**src/rtl/pipeline_pkg.sv**
```systemverilog
// Types and constants shared by the front-end pipeline stages.
// The fetch logic carries instruction words through without decoding them.
package pipeline_pkg;

  localparam int XLEN    = 32;
  localparam int INSTR_W = 32;

  localparam logic [5:0] OPC_RTYPE = 6'b000000;
  localparam logic [5:0] OPC_ITYPE = 6'b000001;
  localparam logic [5:0] OPC_JTYPE = 6'b000010;

  typedef enum logic [1:0] {
    REQ        = 2'd0,
    WAIT       = 2'd1,
    FLUSH_WAIT = 2'd2
  } fetch_state_t;

  typedef struct packed {
    logic [XLEN-1:0]    pc;
    logic [INSTR_W-1:0] instr;
  } fetch_entry_t;

  // Instruction fetch addresses are always word aligned.
  function automatic logic [XLEN-1:0] align_pc(input logic [XLEN-1:0] addr);
    return addr & ~XLEN'(3);
  endfunction

endpackage

```
**src/rtl/fetch_buffer.sv**
```systemverilog
// Small synchronous FIFO holding fetched {pc, instruction} pairs for decode.
// A flush empties the queue and wins over a push in the same cycle.
module fetch_buffer
  import pipeline_pkg::*;
#(
  parameter  int DEPTH = 2,
  localparam int AW    = (DEPTH > 1) ? $clog2(DEPTH) : 1,
  localparam int CW    = $clog2(DEPTH) + 1
) (
  input  logic          clk,
  input  logic          rst_n,
  input  logic          push_i,
  input  fetch_entry_t  entry_i,
  input  logic          pop_i,
  input  logic          flush_i,
  output fetch_entry_t  head_o,
  output logic [CW-1:0] count_o,
  output logic          empty_o,
  output logic          full_o
);

  fetch_entry_t  mem_q [DEPTH];
  logic [AW-1:0] wr_ptr_q, wr_ptr_d;
  logic [AW-1:0] rd_ptr_q, rd_ptr_d;
  logic [CW-1:0] count_q, count_d;
  logic          do_push;
  logic          do_pop;

  assign empty_o = (count_q == '0);
  assign full_o  = (count_q == CW'(DEPTH));
  assign count_o = count_q;
  assign head_o  = mem_q[rd_ptr_q];

  // A pop in the same cycle frees the slot a push into a full queue needs.
  assign do_pop  = pop_i && !empty_o && !flush_i;
  assign do_push = push_i && !flush_i && (!full_o || do_pop);

  always_comb begin
    wr_ptr_d = wr_ptr_q;
    rd_ptr_d = rd_ptr_q;
    count_d  = count_q;
    if (flush_i) begin
      wr_ptr_d = '0;
      rd_ptr_d = '0;
      count_d  = '0;
    end else begin
      if (do_push) wr_ptr_d = wr_ptr_q + 1'b1;
      if (do_pop)  rd_ptr_d = rd_ptr_q + 1'b1;
      count_d = count_q + CW'(do_push) - CW'(do_pop);
    end
  end

  always_ff @(posedge clk or negedge rst_n) begin
    if (!rst_n) begin
      wr_ptr_q <= '0;
      rd_ptr_q <= '0;
      count_q  <= '0;
    end else begin
      wr_ptr_q <= wr_ptr_d;
      rd_ptr_q <= rd_ptr_d;
      count_q  <= count_d;
    end
  end

  always_ff @(posedge clk or negedge rst_n) begin
    if (!rst_n) begin
      for (int i = 0; i < DEPTH; i++) mem_q[i] <= '0;
    end else if (do_push) begin
      mem_q[wr_ptr_q] <= entry_i;
    end
  end

endmodule

```
**src/rtl/fetch_stage.sv**
```systemverilog
// Instruction fetch: PC generation, single-outstanding imem request/response
// handling, redirect flushing and buffered hand-off to decode.
module fetch_stage
  import pipeline_pkg::*;
#(
  parameter logic [XLEN-1:0] RESET_PC  = 32'h0000_0000,
  parameter int              BUF_DEPTH = 2,
  parameter int              PC_STEP   = 4
) (
  input  logic               clk,
  input  logic               rst_n,
  output logic               imem_req_valid,
  input  logic               imem_req_ready,
  output logic [XLEN-1:0]    imem_req_addr,
  input  logic               imem_rsp_valid,
  input  logic [INSTR_W-1:0] imem_rsp_data,
  output logic               id_valid,
  input  logic               id_ready,
  output logic [INSTR_W-1:0] id_instruction,
  output logic [XLEN-1:0]    id_pc,
  input  logic               redirect_valid,
  input  logic [XLEN-1:0]    redirect_pc
);

  localparam int CNT_W = $clog2(BUF_DEPTH) + 1;

  fetch_state_t    state_q, state_d;
  logic [XLEN-1:0] pc_q, pc_d;
  logic [XLEN-1:0] req_pc_q, req_pc_d;

  logic             req_fire;
  logic             rsp_accept;
  logic             buf_push;
  logic             buf_pop;
  logic             buf_empty;
  logic             buf_full;
  logic [CNT_W-1:0] buf_count;
  fetch_entry_t     buf_entry;
  fetch_entry_t     buf_head;

  always_ff @(posedge clk or negedge rst_n) begin
    if (!rst_n) begin
      state_q  <= REQ;
      pc_q     <= RESET_PC;
      req_pc_q <= RESET_PC;
    end else begin
      state_q  <= state_d;
      pc_q     <= pc_d;
      req_pc_q <= req_pc_d;
    end
  end

  // A request accepted alongside a redirect is already stale, so its
  // response must be swallowed in FLUSH_WAIT.
  always_comb begin
    state_d = state_q;
    unique case (state_q)
      REQ: begin
        if (req_fire) state_d = redirect_valid ? FLUSH_WAIT : WAIT;
      end
      WAIT: begin
        if (imem_rsp_valid)      state_d = REQ;
        else if (redirect_valid) state_d = FLUSH_WAIT;
      end
      FLUSH_WAIT: begin
        if (imem_rsp_valid) state_d = REQ;
      end
      default: state_d = REQ;
    endcase
  end

  always_comb begin
    imem_req_valid = 1'b0;
    rsp_accept     = 1'b0;
    unique case (state_q)
      REQ:     imem_req_valid = rst_n && (buf_count < CNT_W'(BUF_DEPTH));
      WAIT:    rsp_accept     = imem_rsp_valid && !redirect_valid;
      default: ;
    endcase
  end

  assign req_fire      = imem_req_valid && imem_req_ready;
  assign imem_req_addr = pc_q;

  always_comb begin
    req_pc_d = req_fire ? pc_q : req_pc_q;
    if (redirect_valid)  pc_d = align_pc(redirect_pc);
    else if (req_fire)   pc_d = pc_q + XLEN'(PC_STEP);
    else                 pc_d = pc_q;
  end

  assign buf_push        = rsp_accept;
  assign buf_pop         = id_valid && id_ready;
  assign buf_entry.pc    = req_pc_q;
  assign buf_entry.instr = imem_rsp_data;

  fetch_buffer #(
    .DEPTH (BUF_DEPTH)
  ) u_fetch_buffer (
    .clk     (clk),
    .rst_n   (rst_n),
    .push_i  (buf_push),
    .entry_i (buf_entry),
    .pop_i   (buf_pop),
    .flush_i (redirect_valid),
    .head_o  (buf_head),
    .count_o (buf_count),
    .empty_o (buf_empty),
    .full_o  (buf_full)
  );

  assign id_valid       = !buf_empty;
  assign id_instruction = buf_head.instr;
  assign id_pc          = buf_head.pc;

  // Requests are gated on free space, so a push can never find the queue full.
  a_no_overflow: assert property (@(posedge clk) disable iff (!rst_n)
    !(buf_push && buf_full && !buf_pop));

endmodule

```
**config.mk**
```make
export PLATFORM = sky130hd
export DESIGN_NAME = fetch_stage
export DESIGN_NICKNAME = d
export VERILOG_FILES = /design/src/rtl/pipeline_pkg.sv /design/src/rtl/fetch_buffer.sv /design/src/rtl/fetch_stage.sv
export SDC_FILE = /design/constraint.sdc
export NUM_CORES = 1
export LEC_CHECK = 0
export BUFFER_PORTS_ARGS = -buffer_cell sky130_fd_sc_hd__buf_2
export CAP_MARGIN = 20
export CORE_MARGIN = 5
export CORE_UTILIZATION = 35
export CTS_BUF_LIST = sky130_fd_sc_hd__clkbuf_4 sky130_fd_sc_hd__clkbuf_8
export DETAILED_ROUTE_END_ITERATION = 6
export GPL_ROUTABILITY_DRIVEN = 0
export PLACE_DENSITY = 0.64
export SYNTH_ARGS = -nofsm -noshare
export SYNTH_HDL_FRONTEND = slang
export SYNTH_SLANG_ARGS = --single-unit
```
**constraint.sdc**
```tcl
create_clock -name clk -period 1.99 [get_ports clk]
set_input_delay 0.199 -clock clk [delete_from_list [all_inputs] [get_ports clk]]
set_output_delay 0.199 -clock clk [all_outputs]
set_load 0.03 [all_outputs]
```
==> results_dict.tcl, run 1 <==
set metrics [dict create \
    final_antenna_net_count 0 \
    grt_pass1_vias 6055 \
    dp_hpwl_mm 13.9 \
    yosys.area.top_type "dfrtp_1" \
    fillers 2193 \
    syn_avg_cell_area_um2 13.7 \
    power_leakage_nw 5.27 \
    vias_per_cell 4.87 \
    synth_adder_area_share_pct 0.435 \
    cts_tree "done" \
    rsz0062_at_grt "true" \
    path_clk_slew_ps 100 \
    ir_drop_mv 0.538 \
    hold_path_class "in2reg" \
    io_buffers 161 \
    ys.flop_type "dfrtp_1" \
    critPathMaxFanout 6 \
    mostFrequentLayoutCells "mux2_2, dfrtp_1, buf_2" \
    async_reset_ff_share_pct 100 \
    synth_cells 632 \
    yosysWarnings 0 \
    dieArea_um2 27900 \
    cp-end-kind "output pin" \
    synth-seq-cells 190 \
    grt_overflow 0 \
    outcome "complete, no violations" \
    crit_required_ps 1790 \
    max_freq_mhz 516 \
    area_growth_pct 30.4 \
    wire_per_inst_um 17.2 \
    start_util_pct 35.5 \
    ctsHtreeMaxLevel 4 \
    drc 0 \
    synth_top_area_share_pct 55.0 \
    period_needed_ps 1940 \
    synth_edf_count 0 \
    synth_compound_area_share_pct 3.69 \
    fin_ws_ps 51.7 \
    total_power_mw 12.0 \
    die_height_um 167 \
    synth-simple-area-share_pct 7.75 \
    cts_buffer_depth 2 \
    synthTopCellsByArea "dfrtp_1, mux2_2, buf_6, or4_1, mux2_1" \
    antenna_found_initial 1 \
    fp.dieW_um 167 \
    dp_cells 1115 \
    tightestPinTransition_ps 904 \
    diodes 0 \
    hold_viol 0 \
    vias 5927 \
    coreArea_um2 24300 \
    maxSlewViolCount 0 \
    finalWirelength_mm 20.9 \
    cts.sinks 190 \
    synthesis.area_um2 8640 \
    drtPass1Iterations 4 \
    mostFrequentLayoutCell "mux2_2" \
    cts_root_buffer "clkbuf_8" \
    grt_pass1_wl_mm 33.6 \
    final_cells 1218 \
    synth.area.mux_share_pct 28.1 \
    row_count 57 \
    ys_types 39 \
    synth_top_family_by_area "multiplexers" \
    synth_sequential_area_ratio_pct 55.0 \
    finalClockSkew_ps 27.9 \
    crit_type "reg2out" \
    nets 954 \
    timing.hold.ws_ps 29.2 \
    dpl_worst_slack_ps 51.1 \
    setup_viol 0 \
    grt_max_degree 167 \
    placed_area_um2 9960 \
    postLayoutCellArea_um2 11300 \
    synth-xor-area-share_pct 1.32 \
    drive_above_1_share_pct 51.3 \
    drv_cap 0 \
    io_pins 168 \
    worstSkewPairLatency_ps 470 \
    arrival_ps 1740 \
    period_share_pct 97.4 \
    detail_route.iter0.violations 273 \
    start_kind "flip-flop" \
    cts_made_buffers 17 \
    grt.total_usage_pct 15.0 \
    power_density_nw_per_um2 1070 \
    relSlewSlack_pct 39.7 \
]
[Yosys cell counts (3+ instances only)]
| library cell | n |
|---|---|
| buf_2 | 5 |
| nand4_1 | 10 |
| o21ai_0 | 15 |
| dfrtp_1 | 190 |
| buf_4 | 7 |
| buf_6 | 13 |
| inv_1 | 5 |
| or3_1 | 3 |
| or4_1 | 17 |
| mux2_2 | 205 |
| ha_1 | 3 |
| nand3_1 | 11 |
| nand2_2 | 3 |
| nand2_1 | 23 |
| and4_1 | 6 |
| xnor2_1 | 3 |
| nor2_1 | 22 |
| clkbuf_1 | 14 |
| mux2_1 | 10 |
| xor2_1 | 10 |
| o211ai_1 | 3 |
| and3_1 | 3 |
| o31ai_1 | 14 |
| a31oi_1 | 17 |
[final timing paths]
check	startpoint	to	slack, ps	cells past startpoint
max	u_fetch_buffer.rd_ptr_q	id_instruction[8]	50	4
min reg2reg	u_fetch_buffer.mem_q[105]	u_fetch_buffer.mem_q[105]	500	1
min in group asynchronous	rst_n	u_fetch_buffer.mem_q[25]	350	3
max reg2reg	u_fetch_buffer.count_o[1]	imem_req_addr[19]	70	5
min	redirect_pc[24]	imem_req_addr[24]	30	3
max in group asynchronous	rst_n	u_fetch_buffer.rd_ptr_q	410	4
[area by class of cell]
| cell class | count | area [µm²] | share of cell area (%) |
|---|---|---|---|
| clock buffer | 18 | 248 | 2.20 |
| multi-input combinational | 398 | 3600 | 32.0 |
| sequential | 190 | 4760 | 42.2 |
| clock inverter | 14 | 146 | 1.30 |
| timing repair buffer | 269 | 2090 | 18.5 |
| tap | 324 | 405 | 3.60 |
| inverter | 5 | 18.8 | 0.167 |
[cell families after synthesis]
group | count (synthesis)
other | 1
AOI/OAI and AO/OA | 51
xor gates and xnor gates | 13
muxes | 216
DFF | 190
and+or+nand+nor | 111
buffers and inverters | 47
adders and majority gates | 3
[state kept, by name (all words and copies together), names as in the netlist]
name                     flops
u_fetch_buffer.mem_q       124
imem_req_addr               30
req_pc_q                    30
state_q                      2
u_fetch_buffer.count_o       2
u_fetch_buffer.rd_ptr_q      1
u_fetch_buffer.wr_ptr_q      1
[metal layers]
metal / wire, µm / up-vias / global-route usage [%]
li1: - / 2795 / -
met1: 9710 / 2956 / 20.7
met2: 10000 / 160 / 24.3
met3: 993 / 14 / 3.51
met4: 181 / 2 / 3.09
met5: 13 / - / 0
[critical path: stages (launching register included)]
cell and delay [ps]:
dfrtp_4 530, buf_12 160, clkbuf_16 160, mux2_2 270, buf_4 170
[repair_timing]
item / 4_1_cts / 5_1_grt
buffers inserted: 1 / 6
endpoints found under the hold margin: 117 / 0
pin swaps: 1 / 1
hold buffers: 62 / 0
gates cloned: 0 / 2
gates resized for setup: 14 / 73
setup endpoints to repair: 51 / 66
[metrics by stage]
step / TNS (ps) / util, %
final: 0 / 46.3
after global routing: -93.1 / 46.3
after CTS: -87.1 / 45.3
after detailed placement: 0 / 40.9
after global placement: 0 / 40.9
after floorplan: 0 / -
[power by group]
group	leakage, nW	total, mW	internal, mW	switching (mW)
registers	2.42	5.14	4.68	0.457
clock network	0.189	2.58	1.07	1.51
logic	2.67	4.28	1.96	2.32
total	5.27	12.0	7.72	4.28
(Power assumes the default switching activity.)
==> inputs of run 2 (changes only) <==
--- a/config.mk
+++ b/config.mk
@@ -7,12 +7,13 @@
 export LEC_CHECK = 0
 export BUFFER_PORTS_ARGS = -buffer_cell sky130_fd_sc_hd__buf_2
 export CAP_MARGIN = 20
-export CORE_MARGIN = 5
+export CORE_MARGIN = 4
 export CORE_UTILIZATION = 35
 export CTS_BUF_LIST = sky130_fd_sc_hd__clkbuf_4 sky130_fd_sc_hd__clkbuf_8
 export DETAILED_ROUTE_END_ITERATION = 6
 export GPL_ROUTABILITY_DRIVEN = 0
-export PLACE_DENSITY = 0.64
+export PLACE_DENSITY = 0.56
 export SYNTH_ARGS = -nofsm -noshare
 export SYNTH_HDL_FRONTEND = slang
 export SYNTH_SLANG_ARGS = --single-unit
+export TNS_END_PERCENT = 20
==> run 2 against run 1 <==
Clock skew shrank 12 ps. Global-route usage up 0.23 points. Non-clock buffer count rose by 8. Clock power decreased by 4%. Flip-flop and latch count unchanged. Critical path type unchanged. Largest power group unchanged. Highest routed layer unchanged.
==> results_dict.tcl, run 2 (synthesis gave the netlist of run 1 again) <==
set metrics [dict create \
    cp_top_family "buffers and inverters" \
    vias 5945 \
    hold_path_class "in2reg" \
    grt_pass1_wl_mm 32.4 \
    mostFrequentLayoutCells "mux2_2, dfrtp_1, buf_2" \
    detail_route.iter0.violations 288 \
    fin_ws_ps 43.3 \
    setup_viol 0 \
    die_height_um 165 \
    crit_chain "buf_12, buf_12, mux2_2, buf_2" \
    dieArea_um2 27300 \
    drtPass1Iterations 4 \
    drc 0 \
    critPathMostFrequentCell "buf_12" \
    maxSlewViolCount 0 \
    setup_tns_ps 0 \
    final_antenna_net_count 0 \
    drv_cap 0 \
    path_clk_slew_ps 90 \
    power_density_nw_per_um2 1040 \
    tightestPinTransition_ps 621 \
    nets 962 \
    critPathMaxFanout 16 \
    area_growth_pct 29.5 \
    largest_reg_flops 124 \
    outcome "complete, no violations" \
    grt_pass1_vias 5981 \
    max_freq_mhz 514 \
    ff2ff_setup_slack_ps 80 \
    final_cells 1227 \
    dp_hpwl_mm 14.1 \
    fp.dieW_um 165 \
    cp-end-kind "output pin" \
    cts_buffer_depth 2 \
    fillers 2297 \
    rsz0062_at_grt "true" \
    grt_max_degree 107 \
    dpl_worst_slack_ps 24.4 \
    antenna_found_initial 2 \
    relSlewSlack_pct 58.6 \
    final-seq-area_um2 4760 \
    start_kind "flip-flop" \
    drive_above_1_share_pct 51.6 \
    wire_per_inst_um 16.8 \
    finalClockSkew_ps 15.9 \
    mostFrequentLayoutCell "mux2_2" \
    regMostFlops "u_fetch_buffer.mem_q" \
    io_buffers 161 \
    cts_tree "done" \
    worstSkewPairLatency_ps 470 \
    total_power_mw 11.6 \
    ir_drop_mv 0.407 \
    grt_overflow 0 \
    dp_cells 1126 \
    io_pins 168 \
    finalWirelength_mm 20.6 \
    cts_made_buffers 17 \
    period_needed_ps 1950 \
    crit_required_ps 1790 \
    slowest_stage "dfrtp_4" \
    ctsHtreeMaxLevel 4 \
    path_buf_inv 3 \
    hold_viol 0 \
    cts.sinks 190 \
    max_stage_delay_ps 430 \
    vias_per_cell 4.85 \
    power_leakage_nw 5.29 \
    period_share_pct 97.8 \
    arrival_ps 1750 \
    crit_type "reg2out" \
    multi_input_area_um2 3590 \
    cts_root_buffer "clkbuf_8" \
    grt.total_usage_pct 15.2 \
    coreArea_um2 24300 \
    row_count 57 \
    start_util_pct 35.5 \
    timing.hold.ws_ps 49.0 \
]
-- run 2: cell types whose count changed in the layout (fill, tap and decap cells not counted), sizes merged --
cell / change
dlygate4sd3: +1
bufinv: -1
clkinv: +3
buf: +11
clkbuf: -3
inv: +1
diode: +1
clkinvlp: -4
-- run 2: layer usage --
metal  up-vias  wire [µm]  GRT usage, %
li1       2822          -             -
met1      2974       9800          21.1
met2       134       9620          24.2
met3        13       1000          3.52
met4         2        174          3.74
met5         -         15             0
-- run 2: worst register-to-register path: stages (launching register included) --
cell	delay, ps
dfrtp_2	450
nor4b_4	400
buf_6	180
nand2_2	130
or4_1	490
a31oi_1	190
-- run 2: cell type report --
class / count / area share, %
sequential: 190 / 42.6
multi-input combinational: 398 / 32.1
timing repair buffer: 277 / 18.1
tap: 324 / 3.62
clock buffer: 19 / 2.28
clock inverter: 13 / 1.07
inverter: 5 / 0.168
antenna: 1 / 0.0224
-- run 2: power by group --
group | total [mW] | internal (mW) | leakage, nW | switching, mW
combinational | 3.97 | 1.71 | 2.68 | 2.27
clock | 2.48 | 0.968 | 0.197 | 1.51
sequential | 5.13 | 4.69 | 2.41 | 0.449
total | 11.6 | 7.36 | 5.29 | 4.23
-- run 2: worst paths after layout --
path,cells after the start,end,from
worst max-delay path,4,id_instruction[25],u_fetch_buffer.rd_ptr_q
worst min-delay path,3,state_q[0],imem_rsp_valid
worst max register to register,5,imem_req_addr[22],u_fetch_buffer.count_o[1]
worst min register to register,1,u_fetch_buffer.mem_q[104],u_fetch_buffer.mem_q[104]
max in group asynchronous,4,u_fetch_buffer.count_o[1],rst_n
min in group asynchronous,3,req_pc_q[14],rst_n
-- run 2: metrics by stage --
stage | util, % | cell area [µm²]
floorplan | - | 8650
global placement | 41.5 | 10100
detailed placement | 41.5 | 10100
CTS | 45.8 | 11100
global route | 46.0 | 11200
finish | 46.0 | 11200
-- run 2: what timing repair did --
action / 4_1_cts / 5_1_grt
pin swaps: 1 / 2
hold buffers: 63 / 0
gates cloned: 0 / 0
hold endpoints to repair: 247 / 0
endpoints found under the setup margin: 54 / 43
resized for setup: 0 / 11
setup buffers: 3 / 2
==> inputs of run 3 (changes only) <==
--- a/config.mk
+++ b/config.mk
@@ -7,6 +7,7 @@
 export LEC_CHECK = 0
 export BUFFER_PORTS_ARGS = -buffer_cell sky130_fd_sc_hd__buf_2
 export CAP_MARGIN = 20
+export CORE_ASPECT_RATIO = 1.4
 export CORE_MARGIN = 4
 export CORE_UTILIZATION = 35
 export CTS_BUF_LIST = sky130_fd_sc_hd__clkbuf_4 sky130_fd_sc_hd__clkbuf_8
==> run 3 against run 2 <==
Clock power is 9.3% higher. Highest routed layer is now met4. Core utilization grew 0.62 points. Die area rose by 0.13%. Sequential power about the same. Clock skew fell by 5.6 ps. Largest cell class unchanged.
==> results_dict.tcl, run 3 (synthesis gave the netlist of run 1 again) <==
set metrics [dict create \
    cp-startpoint "u_fetch_buffer.rd_ptr_q" \
    largest_reg_flops 124 \
    path_buf_inv 3 \
    grt_pass1_wl_mm 33.5 \
    hold_path_class "in2reg" \
    hold_start "imem_rsp_valid" \
    setup_viol 0 \
    io_pins 168 \
    worstSkewPairLatency_ps 450 \
    drive_above_1_share_pct 51.6 \
    rsz0062_at_grt "true" \
    final_cells 1209 \
    cp_top_family "buffers and inverters" \
    r2r_start "imem_req_addr[2]" \
    grt_pass1_vias 6235 \
    fp.dieW_um 141 \
    finalWirelength_mm 20.5 \
    die_height_um 194 \
    cp-end-kind "output pin" \
    cts_buffer_depth 2 \
    regMostFlops "u_fetch_buffer.mem_q" \
    detail_route.iter0.violations 180 \
    slowest_stage "dfrtp_4" \
    coreArea_um2 24100 \
    drtPass1Iterations 4 \
    period_share_pct 97.2 \
    tightestPinTransition_ps 826 \
    dp_cells 1110 \
    crit_chain "buf_12, clkbuf_16, mux2_2, buf_2" \
    finalClockSkew_ps 10.3 \
    rr_worst_depth 6 \
    mostFrequentLayoutCell "mux2_2" \
    power_density_nw_per_um2 1060 \
    nets 961 \
    area_growth_pct 30.2 \
    cts_tree "done" \
    cts_root_buffer "clkbuf_8" \
    drc 0 \
    dieArea_um2 27300 \
    hold_viol 0 \
    grt.total_usage_pct 15.3 \
    holdPathEnd "state_q[0]" \
    ir_drop_mv 0.461 \
    io_buffers 161 \
    vias_per_cell 4.89 \
    row_count 67 \
    maxSlewViolCount 0 \
    antenna_found_initial 0 \
    cts_made_buffers 17 \
    final_antenna_net_count 0 \
    ff2ff_setup_slack_ps 120 \
    crit_required_ps 1790 \
    max_stage_delay_ps 500 \
    critPathMaxFanout 10 \
    max_freq_mhz 517 \
    vias 5910 \
    start_util_pct 35.8 \
    arrival_ps 1740 \
    crit_type "reg2out" \
    start_kind "flip-flop" \
    whs_path_depth 3 \
    path_clk_slew_ps 90 \
    dp_hpwl_mm 13.8 \
    grt_overflow 0 \
    period_needed_ps 1930 \
    drv_cap 0 \
    ctsHtreeMaxLevel 4 \
    relSlewSlack_pct 44.9 \
    wire_per_inst_um 17.0 \
    mostFrequentLayoutCells "mux2_2, dfrtp_1, buf_2" \
    outcome "complete, no violations" \
    diodes 0 \
    grt_max_degree 146 \
    power_leakage_nw 5.31 \
    r2r-end "imem_req_addr[26]" \
    cts.sinks 190 \
    total_power_mw 11.9 \
    crit_cells 4 \
]
[run 3: worst max-delay path by stage]
| stage | end | slack [ps] |
|---|---|---|
| finish | id_instruction[22] | 60 |
| global route | id_pc[20] | -30 |
| CTS | id_pc[3] | -10 |
| detailed placement | imem_req_addr[26] | 40 |
| global placement | imem_req_addr[30] | 80 |
| floorplan | imem_req_addr[19] | 150 |
[run 3: worst reg2reg max path: stages (launching register included)]
cell and delay, ps:
dfrtp_2 430, ha_1 180, and4_2 290, nand4_1 110, buf_4 200, or4_1 410, a31oi_1 180
[run 3: repair_timing]
item | 4_1_cts | 5_1_grt
pin swaps | 1 | 0
endpoints found under the hold margin | 238 | 0
setup buffers | 5 | 0
cloned | 0 | 1
hold buffers | 63 | 0
endpoints found under the setup margin | 52 | 55
gates resized for setup | 11 | 20
[run 3: area by class of cell]
type	count	area [µm²]
fill	2238	12900
multi-input combinational	398	3590
tap	310	388
timing repair buffer	276	2070
clock inverter	6	108
clock buffer	24	312
sequential	190	4760
inverter	5	18.8
[run 3: metrics by stage]
stage	util, %	area, µm²	hold slack (ps)	setup slack [ps]	TNS [ps]
final	46.6	11300	47.5	55.5	0
after global routing	46.6	11300	29.6	-34.5	-599
after CTS	46.2	11200	2.90	-12.2	-45.2
after detailed placement	41.5	10000	412	44.2	0
after global placement	41.5	10000	409	81.7	0
after floorplan	-	8650	-96.6	151	0
[run 3: metal layers]
metal,vias up,track usage [%],part of all wire [%]
met5,-,0,0
met4,0,3.99,0.97
met3,11,2.96,3.8
met2,136,26.3,51
met1,2966,19.8,44
li1,2797,-,-
[run 3: power breakdown]
part / leakage [nW] / internal (mW) / switching, mW / total [mW]
logic: 2.69 / 1.79 / 2.27 / 4.06
registers: 2.41 / 4.69 / 0.451 / 5.14
clock network: 0.215 / 1.40 / 1.30 / 2.71
